===== src/rtl/diag_bus_arbiter.sv =====
// -----------------------------------------------------------------------------
// diag_bus_arbiter
//
// Owns the single memory-map RAM port. The CPU bus drives the port in normal
// operation. When diagnostics raises halt_req, the CPU is stalled through
// cpu_rdy, in-flight bus cycles are allowed to drain for SETTLE_EDGES
// synchronised phi2 falling edges, and then the port is handed over to the
// diagnostics address/data/we/cs. Read data is returned to the current owner.
// Any diagnostics select/write attempted without ownership is blocked and
// latches the sticky access_violation flag.
//
// Optional feature (compile-time macro ROM_WRITE_PROTECT_EN):
//   defined   : CPU writes whose captured address is >= ROM_BASE are dropped;
//               diagnostics writes while granted are always permitted.
//   undefined : every CPU write reaches RAM; ROM_BASE has no effect.
//
// Ports:
//   fpga_clk         in   system clock, rising edge
//   fpga_reset       in   synchronous active-high reset
//   cpu_phi2         in   CPU phase-2 clock (asynchronous to fpga_clk)
//   cpu_rw           in   CPU read/write, 1 = read
//   cpu_addr[15:0]   in   CPU address
//   cpu_wdata[7:0]   in   CPU write data
//   cpu_rdy          out  CPU ready, 0 stalls the CPU
//   cpu_rdata[7:0]   out  RAM read data to the CPU
//   cpu_data_oe      out  CPU data-bus drive enable
//   halt_req         in   diagnostics halt request level
//   granted          out  diagnostics owns the RAM port
//   diag_address     in   diagnostics address
//   diag_data_out    in   diagnostics write data
//   diag_we          in   diagnostics write enable
//   diag_cs          in   diagnostics chip select
//   diag_rdata[7:0]  out  RAM read data to diagnostics (8'h00 when not owner)
//   mem_addr[15:0]   out  RAM address
//   mem_wdata[7:0]   out  RAM write data
//   mem_we           out  RAM write strobe
//   mem_cs           out  RAM select
//   mem_rdata[7:0]   in   RAM read data
//   access_violation out  sticky ownership-violation flag
// -----------------------------------------------------------------------------
module diag_bus_arbiter #(
  parameter int          SYNC_STAGES  = 2,
  parameter int          SETTLE_EDGES = 2,
  parameter logic [15:0] ROM_BASE     = 16'hC000
) (
  input  logic        fpga_clk,
  input  logic        fpga_reset,
  input  logic        cpu_phi2,
  input  logic        cpu_rw,
  input  logic [15:0] cpu_addr,
  input  logic [7:0]  cpu_wdata,
  output logic        cpu_rdy,
  output logic [7:0]  cpu_rdata,
  output logic        cpu_data_oe,
  input  logic        halt_req,
  output logic        granted,
  input  logic [15:0] diag_address,
  input  logic [7:0]  diag_data_out,
  input  logic        diag_we,
  input  logic        diag_cs,
  output logic [7:0]  diag_rdata,
  output logic [15:0] mem_addr,
  output logic [7:0]  mem_wdata,
  output logic        mem_we,
  output logic        mem_cs,
  input  logic [7:0]  mem_rdata,
  output logic        access_violation
);

  typedef enum logic [1:0] {
    ST_RUN    = 2'd0,
    ST_DRAIN  = 2'd1,
    ST_DIAG   = 2'd2,
    ST_RESUME = 2'd3
  } state_t;

`ifdef ROM_WRITE_PROTECT_EN
  localparam logic WP_EN = 1'b1;
`else
  localparam logic WP_EN = 1'b0;
`endif

  localparam logic [3:0] SETTLE_CNT = 4'(SETTLE_EDGES);

  logic [SYNC_STAGES-1:0] sync_r;
  logic                   phi2_s;
  logic                   phi2_d_r;
  logic                   phi2_fall_s;

  logic [15:0] cap_addr_r;
  logic [7:0]  cap_wdata_r;
  logic        cap_rw_r;

  logic        we_pend_r;
  logic        rom_block_s;
  logic        cpu_side_s;

  state_t      state_r;
  state_t      state_n;
  logic [3:0]  cnt_r;
  logic [3:0]  cnt_n;
  logic        cpu_rdy_r;
  logic        cpu_rdy_n;
  logic        granted_r;
  logic        granted_n;
  logic        violation_r;

  assign phi2_s      = sync_r[SYNC_STAGES-1];
  assign phi2_fall_s = phi2_d_r & ~phi2_s;

  // The CPU still owns the bus (and its write strobes) in RUN and DRAIN.
  assign cpu_side_s  = (state_r == ST_RUN) || (state_r == ST_DRAIN);

  // Only meaningful when write protection is compiled in; WP_EN folds it away otherwise.
  assign rom_block_s = WP_EN & (cap_addr_r >= ROM_BASE);

  // phi2 synchroniser chain plus one delayed copy for edge detection.
  always_ff @(posedge fpga_clk) begin
    if (fpga_reset) begin
      sync_r   <= {SYNC_STAGES{1'b0}};
      phi2_d_r <= 1'b0;
    end else begin
      sync_r   <= {sync_r[SYNC_STAGES-2:0], cpu_phi2};
      phi2_d_r <= phi2_s;
    end
  end

  // Capture the CPU address/data/rw continuously while phi2 is high; the
  // values present on the last high clock are what the write uses.
  always_ff @(posedge fpga_clk) begin
    if (fpga_reset) begin
      cap_addr_r  <= 16'h0000;
      cap_wdata_r <= 8'h00;
      cap_rw_r    <= 1'b1;
    end else if (phi2_s) begin
      cap_addr_r  <= cpu_addr;
      cap_wdata_r <= cpu_wdata;
      cap_rw_r    <= cpu_rw;
    end else begin
      cap_addr_r  <= cap_addr_r;
      cap_wdata_r <= cap_wdata_r;
      cap_rw_r    <= cap_rw_r;
    end
  end

  // One-clock CPU write strobe on the clock after a phi2 fall. A fall on the
  // same edge that enters DRAIN still produces its strobe, in DRAIN.
  always_ff @(posedge fpga_clk) begin
    if (fpga_reset) begin
      we_pend_r <= 1'b0;
    end else begin
      we_pend_r <= phi2_fall_s & ~cap_rw_r & ~rom_block_s & cpu_side_s;
    end
  end

  // Arbitration state register and registered handshake outputs.
  always_ff @(posedge fpga_clk) begin
    if (fpga_reset) begin
      state_r   <= ST_RUN;
      cnt_r     <= 4'd0;
      cpu_rdy_r <= 1'b1;
      granted_r <= 1'b0;
    end else begin
      state_r   <= state_n;
      cnt_r     <= cnt_n;
      cpu_rdy_r <= cpu_rdy_n;
      granted_r <= granted_n;
    end
  end

  // Next-state logic. The grant is taken one clock after the final counted
  // fall so that the strobe from that fall is still issued on the CPU side.
  always_comb begin
    state_n   = state_r;
    cnt_n     = cnt_r;
    cpu_rdy_n = cpu_rdy_r;
    granted_n = granted_r;
    case (state_r)
      ST_RUN: begin
        // Counter held at zero so a fall coinciding with halt is not counted.
        cnt_n     = 4'd0;
        granted_n = 1'b0;
        if (halt_req) begin
          state_n   = ST_DRAIN;
          cpu_rdy_n = 1'b0;
        end else begin
          cpu_rdy_n = 1'b1;
        end
      end
      ST_DRAIN: begin
        if (!halt_req) begin
          state_n   = ST_RUN;
          cpu_rdy_n = 1'b1;
          granted_n = 1'b0;
          cnt_n     = 4'd0;
        end else if (cnt_r == SETTLE_CNT) begin
          state_n   = ST_DIAG;
          granted_n = 1'b1;
        end else if (phi2_fall_s) begin
          cnt_n = cnt_r + 4'd1;
        end else begin
          cnt_n = cnt_r;
        end
      end
      ST_DIAG: begin
        if (!halt_req) begin
          state_n   = ST_RESUME;
          granted_n = 1'b0;
        end else begin
          granted_n = 1'b1;
        end
      end
      ST_RESUME: begin
        state_n   = ST_RUN;
        cpu_rdy_n = 1'b1;
        granted_n = 1'b0;
      end
      default: begin
        state_n   = ST_RUN;
        cnt_n     = 4'd0;
        cpu_rdy_n = 1'b1;
        granted_n = 1'b0;
      end
    endcase
  end

  // Sticky flag for diagnostics select/write attempted without ownership.
  always_ff @(posedge fpga_clk) begin
    if (fpga_reset) begin
      violation_r <= 1'b0;
    end else if ((diag_cs | diag_we) & ~granted_r) begin
      violation_r <= 1'b1;
    end else begin
      violation_r <= violation_r;
    end
  end

  // RAM port mux. The diagnostics path is combinational so the controller
  // sees no added latency; unowned diagnostics requests never reach RAM.
  always_comb begin
    mem_addr    = cap_addr_r;
    mem_wdata   = cap_wdata_r;
    mem_cs      = 1'b0;
    mem_we      = 1'b0;
    cpu_rdata   = mem_rdata;
    cpu_data_oe = 1'b0;
    diag_rdata  = 8'h00;
    case (state_r)
      ST_RUN, ST_DRAIN: begin
        mem_cs      = phi2_s;
        mem_we      = we_pend_r;
        cpu_data_oe = phi2_s & cpu_rw;
      end
      ST_DIAG: begin
        mem_addr   = diag_address;
        mem_wdata  = diag_data_out;
        mem_cs     = diag_cs;
        mem_we     = diag_we & diag_cs;
        diag_rdata = mem_rdata;
        cpu_rdata  = 8'h00;
      end
      ST_RESUME: begin
        // One quiet clock on the RAM port before the CPU takes it back.
        mem_cs = 1'b0;
        mem_we = 1'b0;
      end
      default: begin
        mem_cs = 1'b0;
        mem_we = 1'b0;
      end
    endcase
  end

  assign cpu_rdy          = cpu_rdy_r;
  assign granted          = granted_r;
  assign access_violation = violation_r;

endmodule


===== config.mk =====
export PLATFORM = sky130hd
export DESIGN_NAME = diag_bus_arbiter
export DESIGN_NICKNAME = d
export VERILOG_FILES = /design/src/rtl/diag_bus_arbiter.sv
export SDC_FILE = /design/constraint.sdc
export NUM_CORES = 1
export LEC_CHECK = 0
export CAP_MARGIN = 20
export CORE_MARGIN = 10
export CORE_UTILIZATION = 25
export CTS_BUF_LIST = sky130_fd_sc_hd__clkbuf_4 sky130_fd_sc_hd__clkbuf_8 sky130_fd_sc_hd__clkbuf_16
export CTS_CLUSTER_SIZE = 8
export DETAILED_ROUTE_END_ITERATION = 10
export HOLD_SLACK_MARGIN = 0.03
export RECOVER_POWER = 50
export SLEW_MARGIN = 40
export SYNTH_ARGS = -nofsm -noshare
export SYNTH_HDL_FRONTEND = slang
export SYNTH_SLANG_ARGS = --single-unit
export TNS_END_PERCENT = 100

===== constraint.sdc =====
create_clock -name fpga_clk -period 3.31 [get_ports fpga_clk]
set_input_delay 0.662 -clock fpga_clk [delete_from_list [all_inputs] [get_ports fpga_clk]]
set_output_delay 0.662 -clock fpga_clk [all_outputs]
set_load 0.01 [all_outputs]

## Word-level counts from Yosys, hierarchy flattened

Index checks and enable logic that the tools add are counted.

| cells by class | value |
|---|---|
| $add $sub $neg | 1 |
| equality and inequality tests | 10 |
| multiplexer cells | 23 |
| bitwise logic cells | 10 |
| reduce and logical (&&, ||, !) cells | 9 |

Operators by type and width:

| kind | number |
|---|---|
| 8-bit two-way mux | 3 |
| 16-bit two-way mux | 1 |
| 4-bit two-way mux | 3 |
| 1-bit case mux with 3 select lines | 4 |
| 2-bit two-way mux | 4 |
| 2-bit case mux with 4 select lines | 1 |
| 4-bit case mux with 2 select lines | 1 |
| 1-bit AND | 6 |
| 1-bit two-way mux | 6 |
| 2-bit != test (second input constant) | 3 |
| 3-bit != test (second input constant) | 2 |
| 3-bit AND reduction | 2 |
| 4-bit by 1-bit adder with 4-bit output (second input constant) | 1 |
| 2-bit equality test (second input constant) | 2 |
| 4-bit by 2-bit equality test with 1-bit output (second input constant) | 1 |
| 2-bit OR reduction | 2 |
| 3-bit by 2-bit != test with 1-bit output (second input constant) | 1 |
| 1-bit inverter | 3 |
| 3-bit nonzero test | 1 |
| 2-bit by 1-bit equality test with 1-bit output (second input constant) | 1 |
| 2-bit logical NOT | 1 |
| 2-bit AND reduction | 1 |
| 2-bit nonzero test | 1 |
| 1-bit logical OR | 1 |
| 1-bit bitwise OR | 1 |

| word-level totals | value |
|---|---|
| bits in registers | 38 |
| input bits | 63 |
| output and inout port bits | 46 |
| logic and storage cells | 64 |

## Depth between registers and ports, before layout

| logic depth | value |
|---|---|
| word-level depth | 6 |
| mapped depth | 6 |
| mapped depth without buffers | 6 |

## Least setup slack after synthesis

No wires, ideal clock.

| timing path | value |
|---|---|
| path type | register -> output |
| start | register state_r[0] |
| end | output mem_addr[0] |
| arrival time | 1.382 ns |
| data required time | 2.648 ns |
| path slack | 1.266 ns |
| stages on the path, launching flop included | 6 |
| path buffers | 2 |
| path through | dfxtp_1 > inv_1 > ha_1 > buf_2 > buf_2 > mux2_2 |

| on the way | value |
|---|---|
| word-level cells in the longest chain between the ends | 2 |

RTL lines:

| item | RTL line | source |
|---|---|---|
| start, declared | 98 | `state_t state_r;` |
| start signal, assigned | 164 | `state_r <= state_n;` |
| 2-bit equality test | 248 | `case (state_r)` |
| 16-bit two-way mux | 248 |  |
| end, declared | 62 | `output logic [15:0] mem_addr,` |

No other way between the ends.

## Final worst setup path

| timing path | value |
|---|---|
| start | register state_r[0] |
| end | output mem_wdata[7] |

| on the way | value |
|---|---|
| word-level cells in the longest chain between the ends | 2 |

RTL lines:

| item | RTL line | source |
|---|---|---|
| 2-bit equality test | 248 |  |
| 8-bit two-way mux | 248 |  |
| end, declared | 63 | `output logic [7:0] mem_wdata,` |

No other way between the ends.

==> results.md <==
- The fraction of final layout cells with drive strength greater than 1 is 0.129.
- The die is 108 microns tall.
- Among all cell types in the netlist, the one instantiated most often is sky130_fd_sc_hd__dfxtp_1.
- STA classifies the critical path endpoint as an output port.
- The number of antenna diodes in the final layout is 0.
- The count of warnings emitted by yosys is 0.
- The initial core utilization is 0.256.
- After clock tree synthesis, the setup repair step added 0 buffers.
- Ranked by instance count, the synthesized netlist is headed by sky130_fd_sc_hd__dfxtp_1, sky130_fd_sc_hd__nor2_1, sky130_fd_sc_hd__mux2i_1, sky130_fd_sc_hd__mux2_2, sky130_fd_sc_hd__nor2b_1.
- The number of top-level pins is 109.
- After detailed routing, the average wire length per cell comes to 14.4 microns.
- The routed via count is 1774.
- The filler cells instantiated in the layout total 762.
- The cell type with the largest total area after synthesis is sky130_fd_sc_hd__dfxtp_1.
- The data arrival time at the worst-slack endpoint is 2.43 ns.
- The number of hold-slack violations in the final timing report is 0.
- After clock tree synthesis, the clock-pin slew on the worst setup and hold paths is 0.09 ns.
- The number of global-route vias before repair is 1890.
- Synthesis produced a netlist with a net count of 272.
- The fmax is 0.324 GHz.
- Of the total power, registers draw 0.424.
- The design draws 1.15 mW.
- Of the available clock period, the critical path in the final layout requires 0.933.
- Buffers inserted during clock tree synthesis total 5.
- In this run, distinct cell masters in the synthesized netlist total 31.
- Of the post-synthesis cell area, the dominant cell type holds 0.389.
- The number of max-slew violations in the final report is 0.
- The worst setup path startpoint is state_r[0].
- The worst clock skew is 0.0104 ns.
- The source of the worst hold timing path is sync_r[0].
- For this run the aggregate overflow at the end of global routing stands at 0.
- By area the synthesized netlist is led by sky130_fd_sc_hd__dfxtp_1, sky130_fd_sc_hd__mux2_2, sky130_fd_sc_hd__mux2i_1.
- Routability-driven placement finished with a final weighted congestion of 0.742.
- The HPWL reported at the end of detailed placement is 4.63 mm.
- The slew of the pin with the lowest slew margin is 0.873 ns.
- Setup repair after global routing left no endpoint under its margin.
- The start of the worst register-to-register path is state_r[0].
- The first global-routing pass estimated 9.36 mm of wire.
- From left edge to right edge, the die measures 108 microns.
- Counting every sink on the clock net gives 38.
- The clock share of power is 0.351.
- The root buffer selected by CTS is sky130_fd_sc_hd__clkbuf_8.
- The flow ran to the end, and the final reports show no timing, DRC or antenna violations.
- The number of cells produced by synthesis is 202.
- For this run, design rule violations remaining after detail routing come to 0.
- Relative to the synthesized area, the layout overhead comes to 66.3%.
- The kind of critical path is register to output port.
- The number of antenna violations at the first check in global routing is 0.
- Summed over all cells, the static leakage comes to 1.22 nW.
- The internal portion of total power is 858 uW.
- Of all nets on the critical path, the largest fanout is 29.
- The clock passes through at most 2 buffers.
- The element type at the critical path start is a register.
- The dominant synthesized flop cell is sky130_fd_sc_hd__dfxtp_1.
- The clock tree from TritonCTS is yes.
- The detailed router finished its first iteration with 26 violations.
- For this design the total switching power over the nets is 287 uW.
- Yosys mapped a number of flops with a built-in enable equal to 0.
- The number of detailed-routing iterations run before antenna repair is 4.
- The count of cells resized by post-cts repair is 0.
- The power density normalized to cell area is 352 nW/um^2.
- The synthesized netlist occupies a cell area of 1950 sq um.
- The final-report setup violation count is 0.
- The placeable core region is 7650 sq um.
- Adding up every negative setup slack in the final design gives 0 ns.
- The logic gate share of total power is 0.225.
- The sequential fraction of the synthesis area is 0.389.
- In this run the worst hold path is classified as register to register.
- Counting I/O delays and the setup requirement, the final critical path takes 3.09 ns.
- The number of nets in the finished design is 378.
- For the worst-skew pair, the clock arrives at the later sink with an insertion delay of 0.30 ns.
- The post-detailed-route via-to-cell ratio is 4.32.
- The data required time at the worst endpoint is 2.65 ns.
- The remaining max-slew budget at the tightest pin is 0.418.
- The detailed-route wire length is 5.93 mm.
- The H-tree depth is 2.
- Of the total power, the share spent switching nets is 0.251.
- The tool flagged a number of max-cap violations equal to 0.
- The row count is 32.
- The count of hold-fix buffers inserted at cts is 0.
- The global router's overall resource usage is 0.0985.
- IR analysis of the VDD net gives a maximum drop of 0.000196 V.
- The total of buffers placed on input and output ports is 108.
- The mean instance size in the synthesized netlist is 9.68 sq um.
- Synthesis inferred 38 register bits.
- After synthesis, the share of flip-flops with an asynchronous set or reset is 0.
- The die covers 11800 sq um.
- Entering global routing, the biggest net connects 30 pins.
- The detail route stage leaves a number of antenna-violating nets equal to 0.
## cells by family (layout without fill, tap and decap cells)
logic type,after synthesis,in the layout,synth area share
muxes,50,50,0.274
buffers and inverters,16,123,0.0371
and+or+nand+nor,75,75,0.193
adders and majority gates,7,7,0.0448
AOI/OAI and AO/OA,16,16,0.0615
DFF,38,38,0.389
## worst paths after layout
kind,end,slack [ns],cells after the start
setup / recovery,mem_wdata[7],0.22,5
hold / removal,sync_r[1],0.44,1
setup reg to reg,state_r[0],1.34,6
hold reg to reg,sync_r[1],0.44,1
## critical path: stages, from the launching register on
cell                              delay (ns)
sky130_fd_sc_hd__dfxtp_1                0.35
sky130_fd_sc_hd__inv_1                  0.13
sky130_fd_sc_hd__ha_2                   0.55
sky130_fd_sc_hd__buf_12                 0.24
sky130_fd_sc_hd__mux2_2                 0.35
sky130_fd_sc_hd__clkdlybuf4s50_1        0.49
## power groups by stage
| stage | sequential, mW | combinational, mW | clock [mW] |
|---|---|---|---|
| 6_report | 0.486 | 0.258 | 0.402 |
| 5_1_grt | 0.488 | 0.282 | 0.438 |
| 4_1_cts | 0.486 | 0.264 | 0.417 |
| 3_5_place_dp | 0.497 | 0.263 | 0 |
| 3_3_place_gp | 0.497 | 0.261 | 0 |
| 2_1_floorplan | 0.495 | 0.114 | 0 |
## layout by cell type (no fill, tap or decap), types with 2 or more instances in the layout
master / count
sky130_fd_sc_hd__dfxtp_1: 37
sky130_fd_sc_hd__clkbuf_8: 5
sky130_fd_sc_hd__o211ai_1: 2
sky130_fd_sc_hd__clkinvlp_4: 2
sky130_fd_sc_hd__nand2b_1: 4
sky130_fd_sc_hd__o31ai_1: 2
sky130_fd_sc_hd__nand3_1: 3
sky130_fd_sc_hd__inv_1: 4
sky130_fd_sc_hd__a21oi_1: 2
sky130_fd_sc_hd__ha_1: 6
sky130_fd_sc_hd__o21ai_0: 4
sky130_fd_sc_hd__mux2i_1: 25
sky130_fd_sc_hd__and2_1: 8
sky130_fd_sc_hd__nor2_1: 35
sky130_fd_sc_hd__mux2_2: 24
sky130_fd_sc_hd__nor2b_1: 12
sky130_fd_sc_hd__nand2_1: 6
sky130_fd_sc_hd__dlygate4sd3_1: 5
sky130_fd_sc_hd__clkdlybuf4s50_1: 103
sky130_fd_sc_hd__o311ai_0: 2
## per-stage QoR
stage | area (sq um) | instances | setup WS, ns | hold slack, ns | util
finish | 3250 | 411 | 0.220 | 0.442 | 0.425
global route | 3250 | 411 | 0.0732 | 0.456 | 0.425
CTS | 3260 | 411 | 0.174 | 0.442 | 0.426
detailed placement | 3140 | 403 | 0.520 | 0.426 | 0.411
global placement | 3140 | 403 | 0.597 | 0.418 | 0.411
floorplan | 1950 | 202 | 1.27 | 0.402 | -
## cell type report
class                           instances  area (sq um)  area share
Tap cell                              102           128      0.0393
Clock buffer                            5          68.8      0.0212
Clock inverter                          3          45.0      0.0139
Inverter                                4          15.0     0.00462
Multi-Input combinational cell        148          1120       0.344
Timing Repair Buffer                  111          1110       0.342
Sequential cell                        38           762       0.234
## flip-flops by register name, indices dropped and copies added (netlist names), named ones only
name / count
cap_wdata_r: 8
granted: 1
cpu_rdy: 1
state_r: 1
access_violation: 1
cap_rw_r: 1
cap_addr_r: 16
sync_r: 2
we_pend_r: 1
cnt_r: 4
phi2_d_r: 1
## layer usage
layer / wire, microns / track usage / up-vias
li1: - / - / 904
met1: 2570 / 0.111 / 780
met2: 2530 / 0.153 / 80
met3: 736 / 0.0541 / 10
met4: 100 / 0.0377 / 0
met5: 0 / 0 / -
No activity file was read; power rests on OpenSTA's default activity.
